===== src/rtl/mult_pkg.sv =====
// Shared definitions for the sequential shift-add multiplier: control states,
// default operand width and the iteration-counter width helper.
package mult_pkg;

  localparam int unsigned DefWidth = 8;

  // Two-bit state encoding shared by the controller and anything that decodes it.
  typedef enum logic [1:0] {
    StIdle = 2'd0,
    StLoad = 2'd1,
    StRun  = 2'd2,
    StDone = 2'd3
  } mult_state_e;

  // Counter must hold 0..width-1; keep at least one bit for degenerate widths.
  function automatic int unsigned cnt_width(input int unsigned width);
    return (width > 1) ? $clog2(width) : 1;
  endfunction

  localparam int unsigned DefCntWidth = cnt_width(DefWidth);

endpackage


===== src/rtl/seq_mult_datapath.sv =====
// Datapath for the shift-add multiplier: operand registers, accumulator,
// iteration counter, the WIDTH+1-bit adder and the product register.
module seq_mult_datapath
  import mult_pkg::*;
#(
  parameter int unsigned WIDTH = DefWidth
) (
  input  logic                 clk_i,
  input  logic                 reset_i,
  input  logic                 ld_i,       // latch operands, clear accumulator
  input  logic                 clr_i,      // clear iteration counter
  input  logic                 step_i,     // one add/shift iteration
  input  logic                 cap_i,      // capture the post-step result into P
  input  logic [WIDTH-1:0]     a_i,
  input  logic [WIDTH-1:0]     b_i,
  output logic [2*WIDTH-1:0]   p_o,
  output logic                 last_bit_o
);

  localparam int unsigned CntW = cnt_width(WIDTH);

  logic [WIDTH-1:0]   mcand_q, mcand_d;
  logic [WIDTH-1:0]   mplier_q, mplier_d;
  logic [WIDTH-1:0]   acc_hi_q, acc_hi_d;
  logic [CntW-1:0]    cnt_q, cnt_d;
  logic [2*WIDTH-1:0] p_q, p_d;
  logic [WIDTH:0]     sum;

  // Next-state for all datapath registers; the FSM never raises ld/clr/step together.
  always_comb begin
    mcand_d  = mcand_q;
    mplier_d = mplier_q;
    acc_hi_d = acc_hi_q;
    cnt_d    = cnt_q;
    p_d      = p_q;
    // Carry lands in sum[WIDTH] and is shifted back into the accumulator MSB.
    sum      = {1'b0, acc_hi_q} + (mplier_q[0] ? {1'b0, mcand_q} : '0);

    if (ld_i) begin
      mcand_d  = a_i;
      mplier_d = b_i;
      acc_hi_d = '0;
    end
    if (clr_i) begin
      cnt_d = '0;
    end
    if (step_i) begin
      acc_hi_d = sum[WIDTH:1];
      mplier_d = {sum[0], mplier_q[WIDTH-1:1]};
      cnt_d    = cnt_q + CntW'(1);
    end
    // Capture uses the post-step value so P is valid while done is high.
    if (cap_i) begin
      p_d = {acc_hi_d, mplier_d};
    end
  end

  // Datapath state register with synchronous reset.
  always_ff @(posedge clk_i) begin
    if (reset_i) begin
      mcand_q  <= '0;
      mplier_q <= '0;
      acc_hi_q <= '0;
      cnt_q    <= '0;
      p_q      <= '0;
    end else begin
      mcand_q  <= mcand_d;
      mplier_q <= mplier_d;
      acc_hi_q <= acc_hi_d;
      cnt_q    <= cnt_d;
      p_q      <= p_d;
    end
  end

  assign p_o        = p_q;
  assign last_bit_o = (cnt_q == CntW'(WIDTH - 1));

endmodule


===== src/rtl/seq_shift_add_mult.sv =====
// Sequential unsigned shift-add multiplier: one multiplier bit per clock,
// controller FSM here, arithmetic in seq_mult_datapath.
module seq_shift_add_mult
  import mult_pkg::*;
#(
  parameter int unsigned WIDTH = DefWidth
) (
  input  logic               clk,
  input  logic               reset,
  input  logic               start,
  input  logic [WIDTH-1:0]   A,
  input  logic [WIDTH-1:0]   B,
  output logic [2*WIDTH-1:0] P,
  output logic               busy,
  output logic               done
);

  mult_state_e state_q, state_d;
  logic        ld, clr, step, cap;
  logic        last_bit;

  // Next-state and datapath controls; start only matters in idle.
  always_comb begin
    state_d = state_q;
    ld      = 1'b0;
    clr     = 1'b0;
    step    = 1'b0;
    cap     = 1'b0;
    unique case (state_q)
      StIdle: begin
        if (start) begin
          ld      = 1'b1;
          state_d = StLoad;
        end
      end
      StLoad: begin
        clr     = 1'b1;
        state_d = StRun;
      end
      StRun: begin
        step = 1'b1;
        if (last_bit) begin
          cap     = 1'b1;
          state_d = StDone;
        end
      end
      StDone: begin
        state_d = StIdle;
      end
      default: state_d = StIdle;
    endcase
  end

  // State register; reset abandons any operation in flight.
  always_ff @(posedge clk) begin
    if (reset) begin
      state_q <= StIdle;
    end else begin
      state_q <= state_d;
    end
  end

  // Status outputs decoded purely from state.
  always_comb begin
    busy = (state_q == StLoad) || (state_q == StRun);
    done = (state_q == StDone);
  end

  seq_mult_datapath #(
    .WIDTH(WIDTH)
  ) u_datapath (
    .clk_i      (clk),
    .reset_i    (reset),
    .ld_i       (ld),
    .clr_i      (clr),
    .step_i     (step),
    .cap_i      (cap),
    .a_i        (A),
    .b_i        (B),
    .p_o        (P),
    .last_bit_o (last_bit)
  );

endmodule


===== config.mk =====
export PLATFORM = sky130hd
export DESIGN_NAME = seq_shift_add_mult
export DESIGN_NICKNAME = d
export VERILOG_FILES = /design/src/rtl/mult_pkg.sv /design/src/rtl/seq_mult_datapath.sv /design/src/rtl/seq_shift_add_mult.sv
export SDC_FILE = /design/constraint.sdc
export NUM_CORES = 1
export LEC_CHECK = 0
export CORE_UTILIZATION = 45
export DETAILED_ROUTE_END_ITERATION = 10
export MAX_ROUTING_LAYER = met4
export PLACE_DENSITY = 0.69
export SKIP_CTS_REPAIR_TIMING = 1
export SLEW_MARGIN = 20
export SYNTH_ARGS = -nofsm -noshare
export SYNTH_HDL_FRONTEND = slang
export SYNTH_SLANG_ARGS = --single-unit
export TNS_END_PERCENT = 30

===== constraint.sdc =====
create_clock -name clk -period 3.5 [get_ports clk]
set_input_delay 0.35 -clock clk [delete_from_list [all_inputs] [get_ports clk]]
set_output_delay 0.35 -clock clk [all_outputs]
set_load 0.1 [all_outputs]

After elaboration in Yosys (flattened, before gate mapping). Index checks and enable logic that the tools add are counted.

Bits in registers: 45. Latch bits: 0. Memory bits (writable): 0. ROM bits: 0. Input port bits: 19. Logic and storage cells: 34. Memories: 0.

Add/sub/neg operators: 2. $mul: 0. Div/mod/pow operators: 0. $lt $le $gt $ge: 0. Eq/ne operators: 6. Shift-type cells: 0. Multiplexer cells: 16. Bitwise gates (word level): 0. Reductions and logical operators: 4.

Operators with widths (number): 8-bit 2-to-1 mux (5); 8-bit by 9-bit adder with 9-bit output (1); 2-bit one-hot mux with 4 select lines (1); 1-bit 2-to-1 mux (6); 3-bit 2-to-1 mux (2); 2-bit equality test (second input constant) (2); 2-bit 2-to-1 mux (2); 2-bit != test (second input constant) (2); 3-bit by 1-bit adder with 3-bit output (second input constant) (1); 3-bit equality test (second input constant) (1); 2-bit by 1-bit equality test with 1-bit output (second input constant) (1); 2-bit logical NOT (1); 2-bit AND reduction (1); 2-bit nonzero test (1); 1-bit logical OR (1).

Depth between registers and ports, before layout. Gate-level depths: netlist of the first run.

Depth after elaboration: 4. Mapped depth: 9.

Hierarchy. A second synthesis of the first run with hierarchy kept.

Cell total of the unflattened synthesis: 243. Area total of the unflattened synthesis: 2244.7 sq um.

Modules (own cells, without submodules): seq_mult_datapath (instances 1, cells an instance 223, area an instance 2039.5 sq um, sequential area each 860.8 sq um); seq_shift_add_mult (instances 1, cells an instance 20, area an instance 205.2 sq um, sequential area each 40.0 sq um).

Worst setup path before layout of the first run. Ideal clock, no wire load.

Path type: flip-flop to flip-flop. From: register u_datapath.mplier_q[0]. To: register u_datapath.acc_hi_q[7]. Library setup time: 0.132 ns. Arrival time: 1.778 ns. Path slack: 1.589 ns. Cell stages (with the launch flop): 10. Buffers on the path: 0. Period minus slack after synthesis: 1.911 ns. Cell sequence: dfxtp_1 > and2_1 > ha_1 > inv_1 > fa_1 > nor2b_4 > o31a_4 > o31a_1 > o211ai_2 > a21oi_1.

Longest elaborated chain between the ends: 3.

RTL lines: start, declared (RTL line seq_mult_datapath.sv:23) `logic [WIDTH-1:0] mplier_q, mplier_d;`; start signal, assigned (RTL line seq_mult_datapath.sv:68) `mplier_q <= mplier_d;`; 8-bit 2-to-1 mux (RTL line seq_mult_datapath.sv:37) `sum = {1'b0, acc_hi_q} + (mplier_q[0] ? {1'b0, mcand_q} : '0);`; 8-bit by 9-bit adder with 9-bit output (RTL line seq_mult_datapath.sv:37); 8-bit 2-to-1 mux (RTL line seq_mult_datapath.sv:47) `if (step_i) begin`; end signal, assigned (RTL line seq_mult_datapath.sv:69) `acc_hi_q <= acc_hi_d;`; end, declared (RTL line seq_mult_datapath.sv:24) `logic [WIDTH-1:0] acc_hi_q, acc_hi_d;`.

Every way passes these cells. A chain may end at the register's enable or synchronous reset.

Final worst setup path of the first run.
From: register state_q[1]. To: output port done.

Longest elaborated chain between the ends: 1.

RTL lines: start, declared (RTL line seq_shift_add_mult.sv:18) `mult_state_e state_q, state_d;`; start signal, assigned (RTL line seq_shift_add_mult.sv:57) `state_q <= StIdle;`; start signal, assigned (RTL line seq_shift_add_mult.sv:59) `state_q <= state_d;`; 2-bit equality test (RTL line seq_shift_add_mult.sv:66) `done = (state_q == StDone);`; end, declared (RTL line seq_shift_add_mult.sv:15) `output logic done`.

Every way passes these cells.

==> results of run 1 <==
-- final timing paths --
| kind | start | end | slack, ps | depth (start not counted) |
|---|---|---|---|---|
| max | state_q[1] | done | 1180 | 2 |
| min | u_datapath.mcand_q[2] | u_datapath.mcand_q[2] | 450 | 2 |
| max reg2reg | u_datapath.mplier_q[0] | u_datapath.p_o[15] | 1420 | 9 |
| min reg2reg | u_datapath.mcand_q[2] | u_datapath.mcand_q[2] | 450 | 2 |
-- power by group through the flow --
stage / sequential (uW) / clock (uW) / combinational [uW]
floorplan: 607 / 0 / 399
CTS: 606 / 345 / 490
detailed placement: 618 / 0 / 489
global placement: 616 / 0 / 482
global route: 615 / 359 / 535
finish: 606 / 334 / 488
-- kinds of logic after synthesis --
family	Yosys count
AND/OR/NAND/NOR	119
AO/OA/AOI/OAI	69
flip-flops	45
buffers and inverters	22
adder cells (fa/ha/maj)	15
XOR/XNOR	3
multiplexers	3
-- worst register-to-register path: stages, from the launching register on --
cell and delay [ps]:
dfxtp_1 450, and2_1 160, ha_1 180, inv_1 60
fa_1 430, nor2b_4 150, o31a_4 160, o31a_1 160
o21ai_1 70, a211oi_1 180
-- area by class of cell --
cell class | instances | area (um^2)
Fill cell | 437 | 1860
Tap cell | 52 | 65.1
Inverter | 6 | 22.5
Sequential cell | 45 | 901
Clock inverter | 3 | 25.0
Timing Repair Buffer | 38 | 373
Multi-Input combinational cell | 209 | 1190
Clock buffer | 5 | 68.8
-- flip-flops by register name, indices dropped and copies added, names as in the netlist --
| register | flops |
|---|---|
| state_q | 2 |
| u_datapath.acc_hi_q | 8 |
| u_datapath.cnt_q | 3 |
| u_datapath.mcand_q | 8 |
| u_datapath.mplier_q | 8 |
| u_datapath.p_o | 16 |
-- cell usage after synthesis (all sizes together), types with 3 or more instances --
cell type | instances | share of area, %
nand2 | 64 | 11
ha | 14 | 8.0
nand3b | 3 | 1.0
o21ai | 3 | 0.69
dfxtp | 45 | 41
clkbuf | 8 | 1.4
o211ai | 3 | 1.3
a211oi | 3 | 1.0
nor2b | 3 | 1.2
inv | 6 | 1.0
buf | 8 | 1.7
nor2 | 26 | 4.5
nand3 | 6 | 1.4
and2 | 10 | 2.9
nand2b | 3 | 0.86
a21oi | 51 | 12
-- metal layers --
metal / vias to the layer above / track usage (%)
li1: 980 / -
met1: 843 / 24.9
met2: 34 / 30.1
met3: 5 / 3.80
met4: 0 / 5.23
met5: - / -
-- stage by stage --
step                      total power (uW)  util, %  worst slack (ps)  cell area (um^2)  instances
after global placement                1100     56.6              1490              2550        350
final                                 1430     58.7              1180              2640        358
after CTS                             1440     58.7              1160              2640        358
after floorplan                       1010        -              1590              2180        276
after detailed placement              1110     56.6              1440              2550        350
after global routing                  1510     58.7              1120              2640        358
==> summary.md, run 1 <==
| Metric | Value |
|---|---|
| Final Hold Viols | `0` |
| Proportion of layout cells with a drive suffix above 1 | `5.56%` |
| Wirelength, routed | `4480 um` |
| Crit. End Element | `output pin` |
| Power share of the combinational group | `34.2%` |
| Number of setup violations in the final report | `0` |
| Bufs and invs on worst path | `1` |
| Number of violations reported at the end of detailed-routing iteration 0 | `123` |
| Worst Path Max Fanout | `4` |
| Highest cell delay on the worst timing path | `1120 ps` |
| Transition at the pin with the smallest max-transition slack | `975 ps` |
| Layout Skew | `11.8 ps` |
| Max clock buf depth | `2` |
| Sum of negative setup slack | `0 ps` |
| Die outline area | `5130 um^2` |
| Area fraction in and, or, nand and nor cells after synthesis | `23.9%` |
| Most frequent cells in the layout | `nand2_1 (64), a21oi_1 (51), dfxtp_1 (45), clkdlybuf4s50_1 (35), nor2_1 (26)` |
| Internal power | `868 uW` |
| Proportion of synthesized area in mux cells | `1.44%` |
| Count of port buffers added during placement | `36` |
| Startpoint Class | `register` |
| Leakage | `0.00102 uW` |
| DR WL/cell | `12.5 um` |
| Unrepaired setup endpoints after global routing | `false` |
| Status | `finished, final reports clean` |
| Met3 wire len | `132 um` |
| TritonCTS buffer count | `5` |
| Met2 WL | `1990 um` |
| Detail Placement HPWL | `2970 um` |
| Mapped Area | `2180 um^2` |
| Detailed-router iteration count before antenna repair | `4` |
| Clock network latency to the later pin of the worst-skew pair | `300 ps` |
| EDFF count, synth | `0` |
| Slowest stage cell on the critical path | `clkdlybuf4s50_1` |
| Total global-route track usage | `19.0%` |
| Most common library cell in the layout ignoring fill and taps | `nand2_1` |
| Cell class contributing the biggest share of worst-path delay | `buffers and inverters` |
| Clock transition time at the flip-flop clock pins of the worst setup and hold paths | `90 ps` |
| Post-route clock period utilization | `66.2%` |
| Total I/O pin count | `37` |
| Clock period minus final worst setup slack | `2320 ps` |
| Number of DRC violations after detailed routing | `0` |
| Max_cap viols | `0` |
| Sum of overflow across all layers after global routing | `0` |
| Post-synthesis share of cell area spent on full adders, half adders and majority gates | `8.96%` |
| Data required, critical path | `3150 ps` |
| Worst endpoint data arrival time | `1970 ps` |
| Growth of design area from synthesis to finish | `21.3%` |
| Final layout net count | `339` |
| Sw frac | `39.3%` |
| Number of antenna diodes | `0` |
| Power per cell area | `540 nW/um^2` |
| Slew margin rel. | `34.8%` |
| Count of yosys warnings during synthesis | `0` |
| Smallest hold slack | `453 ps` |
| Switch Pwr | `561 uW` |
| Clock Tree Root | `clkbuf_8` |
| Max IR drop VDD | `497 uV` |
| Parity-gate share of the synthesized area counting xor and xnor cells | `1.21%` |
| Type of the setup path with the least slack | `register to output pin` |
| Die width | `71.6 um` |
| Final estimated routing congestion in global placement | `0.818` |
| Register bit total from synthesis | `45` |
| Avg Cell Area, Syn | `7.90 um^2` |
| Top FF cell, synth | `dfxtp_1` |
| Routed metal-1 wire length | `2320 um` |
| First-pass GRT wire length | `7520 um` |
| Clk sinks | `45` |
| Residual antenna-violating net count after detailed routing | `0` |
| Proportion of synthesized flip-flops having asynchronous set or reset | `0%` |
| Net count after synthesis | `310` |
| Post-synthesis sequential area ratio | `41.3%` |
| Compound-Gate Fraction of Synth Area | `19.1%` |
| Fin. max-slew vios | `0` |
| Initial core utilization | `48.4%` |
| Area of the core | `4500 um^2` |
| H-tree levels | `2` |
| Core Rows | `24` |
| Distinct cell type count after synthesis | `36` |
| Initial antenna violation count | `0` |
| Total number of vias | `1,862` |
| Peak clock frequency supported by timing | `432 MHz` |
| Mapped Cells | `276` |
| Critical-path cell list | `ha_1, clkdlybuf4s50_1` |
| HP Class | `register to register` |
| Vias per cell | `5.20` |
| Clock group share of total power | `23.4%` |
| Uppermost metal layer occupied by signal nets | `met4` |
| Combinational family with the most area after synthesis | `simple AND/OR/NAND/NOR gates` |
| Clock tree from TritonCTS | `yes` |
| Number of global-route vias before repair | `1,689` |
| Sequential fraction of design power | `42.4%` |
| Maximum number of pins on one net before global-route repair | `46` |
| Die span in y | `71.6 um` |
No activity file was read; power rests on OpenSTA's default activity.
==> run 2: changes to the inputs <==
--- a/config.mk
+++ b/config.mk
@@ -8,7 +8,7 @@
 export CORE_UTILIZATION = 45
 export DETAILED_ROUTE_END_ITERATION = 10
 export MAX_ROUTING_LAYER = met4
-export PLACE_DENSITY = 0.69
+export PLACE_DENSITY = 0.72
 export SKIP_CTS_REPAIR_TIMING = 1
 export SLEW_MARGIN = 20
 export SYNTH_ARGS = -nofsm -noshare
==> constraint.sdc (replaced) <==
create_clock -name clk -period 2.1 [get_ports clk]
set_input_delay 0.21 -clock clk [delete_from_list [all_inputs] [get_ports clk]]
set_output_delay 0.21 -clock clk [all_outputs]
set_load 0.1 [all_outputs]
==> summary.md, run 2 (same netlist as run 1, synthesis figures left out) <==
| Metric | Value |
|---|---|
| Clock period minus final worst setup slack | `1990 ps` |
| H-tree levels | `2` |
| Status | `finished, final reports clean` |
| Max_cap viols | `0` |
| Clock transition time at the flip-flop clock pins of the worst setup and hold paths | `90 ps` |
| Leakage | `0.00108 uW` |
| Initial core utilization | `48.4%` |
| Residual antenna-violating net count after detailed routing | `0` |
| Final cell area excluding filler cells | `2650 um^2` |
| Max IR drop VDD | `901 uV` |
| Final estimated routing congestion in global placement | `0.811` |
| Initial antenna violation count | `0` |
| Slew margin rel. | `59.2%` |
| Die outline area | `5130 um^2` |
| Startpoint Class | `register` |
| TritonCTS buffer count | `5` |
| Total global-route track usage | `19.8%` |
| Core Util, Final | `58.8%` |
| Placed inst area | `2550 um^2` |
| Post-route clock period utilization | `94.7%` |
| Number of violations reported at the end of detailed-routing iteration 0 | `81` |
| Detail Placement HPWL | `3200 um` |
| Number of DRC violations after detailed routing | `0` |
| Crit. End Element | `register` |
| Clk sinks | `45` |
| Proportion of layout cells with a drive suffix above 1 | `12.6%` |
| Detailed-router iteration count before antenna repair | `4` |
| Peak clock frequency supported by timing | `503 MHz` |
| Transition at the pin with the smallest max-transition slack | `612 ps` |
| Max clock buf depth | `2` |
| HP Class | `input pin to register` |
| Worst Path Max Fanout | `4` |
| Die width | `71.6 um` |
| Final layout net count | `343` |
| Clock network latency to the later pin of the worst-skew pair | `300 ps` |
| Type of the setup path with the least slack | `register to register` |
| Met2 WL | `2080 um` |
| Fin. max-slew vios | `0` |
| Core Rows | `24` |
| Post-placement cell count | `354` |
| Growth of design area from synthesis to finish | `21.4%` |
| Most common library cell in the layout ignoring fill and taps | `nand2_1` |
| Sum of overflow across all layers after global routing | `0` |
| Data required, critical path | `2270 ps` |
| Area of the core | `4500 um^2` |
| Met3 wire len | `110 um` |
| Number of global-route vias before repair | `1,762` |
| Most frequent cells in the layout | `nand2_1 (64), a21oi_1 (51), dfxtp_1 (45), nor2_1 (26), buf_4 (23)` |
| Post-layout instance count excluding filler cells | `362` |
| Wirelength, routed | `4550 um` |
| Max reg flops | `16` |
| Layout Skew | `9.82 ps` |
| Clock tree from TritonCTS | `yes` |
| Count of port buffers added during placement | `36` |
| Power per cell area | `934 nW/um^2` |
| DR WL/cell | `12.6 um` |
| Filler cell count | `435` |
| Worst endpoint data arrival time | `2160 ps` |
| Clock Tree Root | `clkbuf_8` |
| Number of antenna diodes | `0` |
| Routed metal-1 wire length | `2300 um` |
| Uppermost metal layer occupied by signal nets | `met4` |
| Worst path setup slack after routing | `111 ps` |
| Total number of vias | `1,895` |
| Maximum number of pins on one net before global-route repair | `46` |
| Die span in y | `71.6 um` |
| Final Hold Viols | `0` |
| Sum of negative setup slack | `0 ps` |
| Pre-CTS worst setup slack | `125 ps` |
| Total I/O pin count | `37` |
| Number of setup violations in the final report | `0` |
| Unrepaired setup endpoints after global routing | `true` |
| Vias per cell | `5.23` |
| First-pass GRT wire length | `7810 um` |
-- run 2: cell types whose count changed in the layout (fill, tap and decap cells not counted), sizes merged --
cell,change
clkdlybuf4s50,-17
buf,+21
-- run 2: per-layer routing --
layer,vias to the layer above,GRT usage [%]
li1,991,-
met1,870,24.8
met2,27,33.0
met3,7,3.80
met4,0,5.23
met5,-,-
-- run 2: power by group --
group / internal (uW) / total [uW] / switching [uW] / leakage, uW
logic: 331 / 900 / 569 / 0.000667
registers: 945 / 1010 / 63.5 / 0.000365
clock network: 241 / 563 / 322 / 0.0000447
-- run 2: through the flow --
stage               power [uW]  hold WS (ps)
floorplan                 1680           346
global placement          1920           442
detailed placement        1930           447
CTS                       2490           445
global route              2620           466
finish                    2470           446
-- run 2: final cells by class --
class                   instances  area (um^2)  area share (%)
clock inverters                 3         25.0           0.946
repair buffers                 42          373            14.1
multi-input cells             209         1190            45.0
inverters                       6         22.5           0.851
flip-flops and latches         45          901            34.0
clock buffers                   5         68.8            2.60
well taps                      52         65.1            2.46
-- run 2: path summary, 6_finish.rpt --
kind                                        startpoint                      to  slack, ps  depth (start not counted)
worst max-delay path            u_datapath.mplier_q[0]  u_datapath.acc_hi_q[7]        110                          9
worst min-delay path                              A[4]   u_datapath.mcand_q[4]        450                          3
worst max register to register  u_datapath.mplier_q[0]  u_datapath.acc_hi_q[7]        110                          9
worst min register to register      u_datapath.p_o[12]      u_datapath.p_o[12]        460                          2
-- run 2: critical path, stage by stage (launching register included) --
cell and delay, ps:
dfxtp_1 330, and2_1 150, ha_1 210, inv_1 90, fa_2 230, nor2b_4 50
o31a_4 300, o31a_1 280, o211ai_2 140, a21oi_1 80
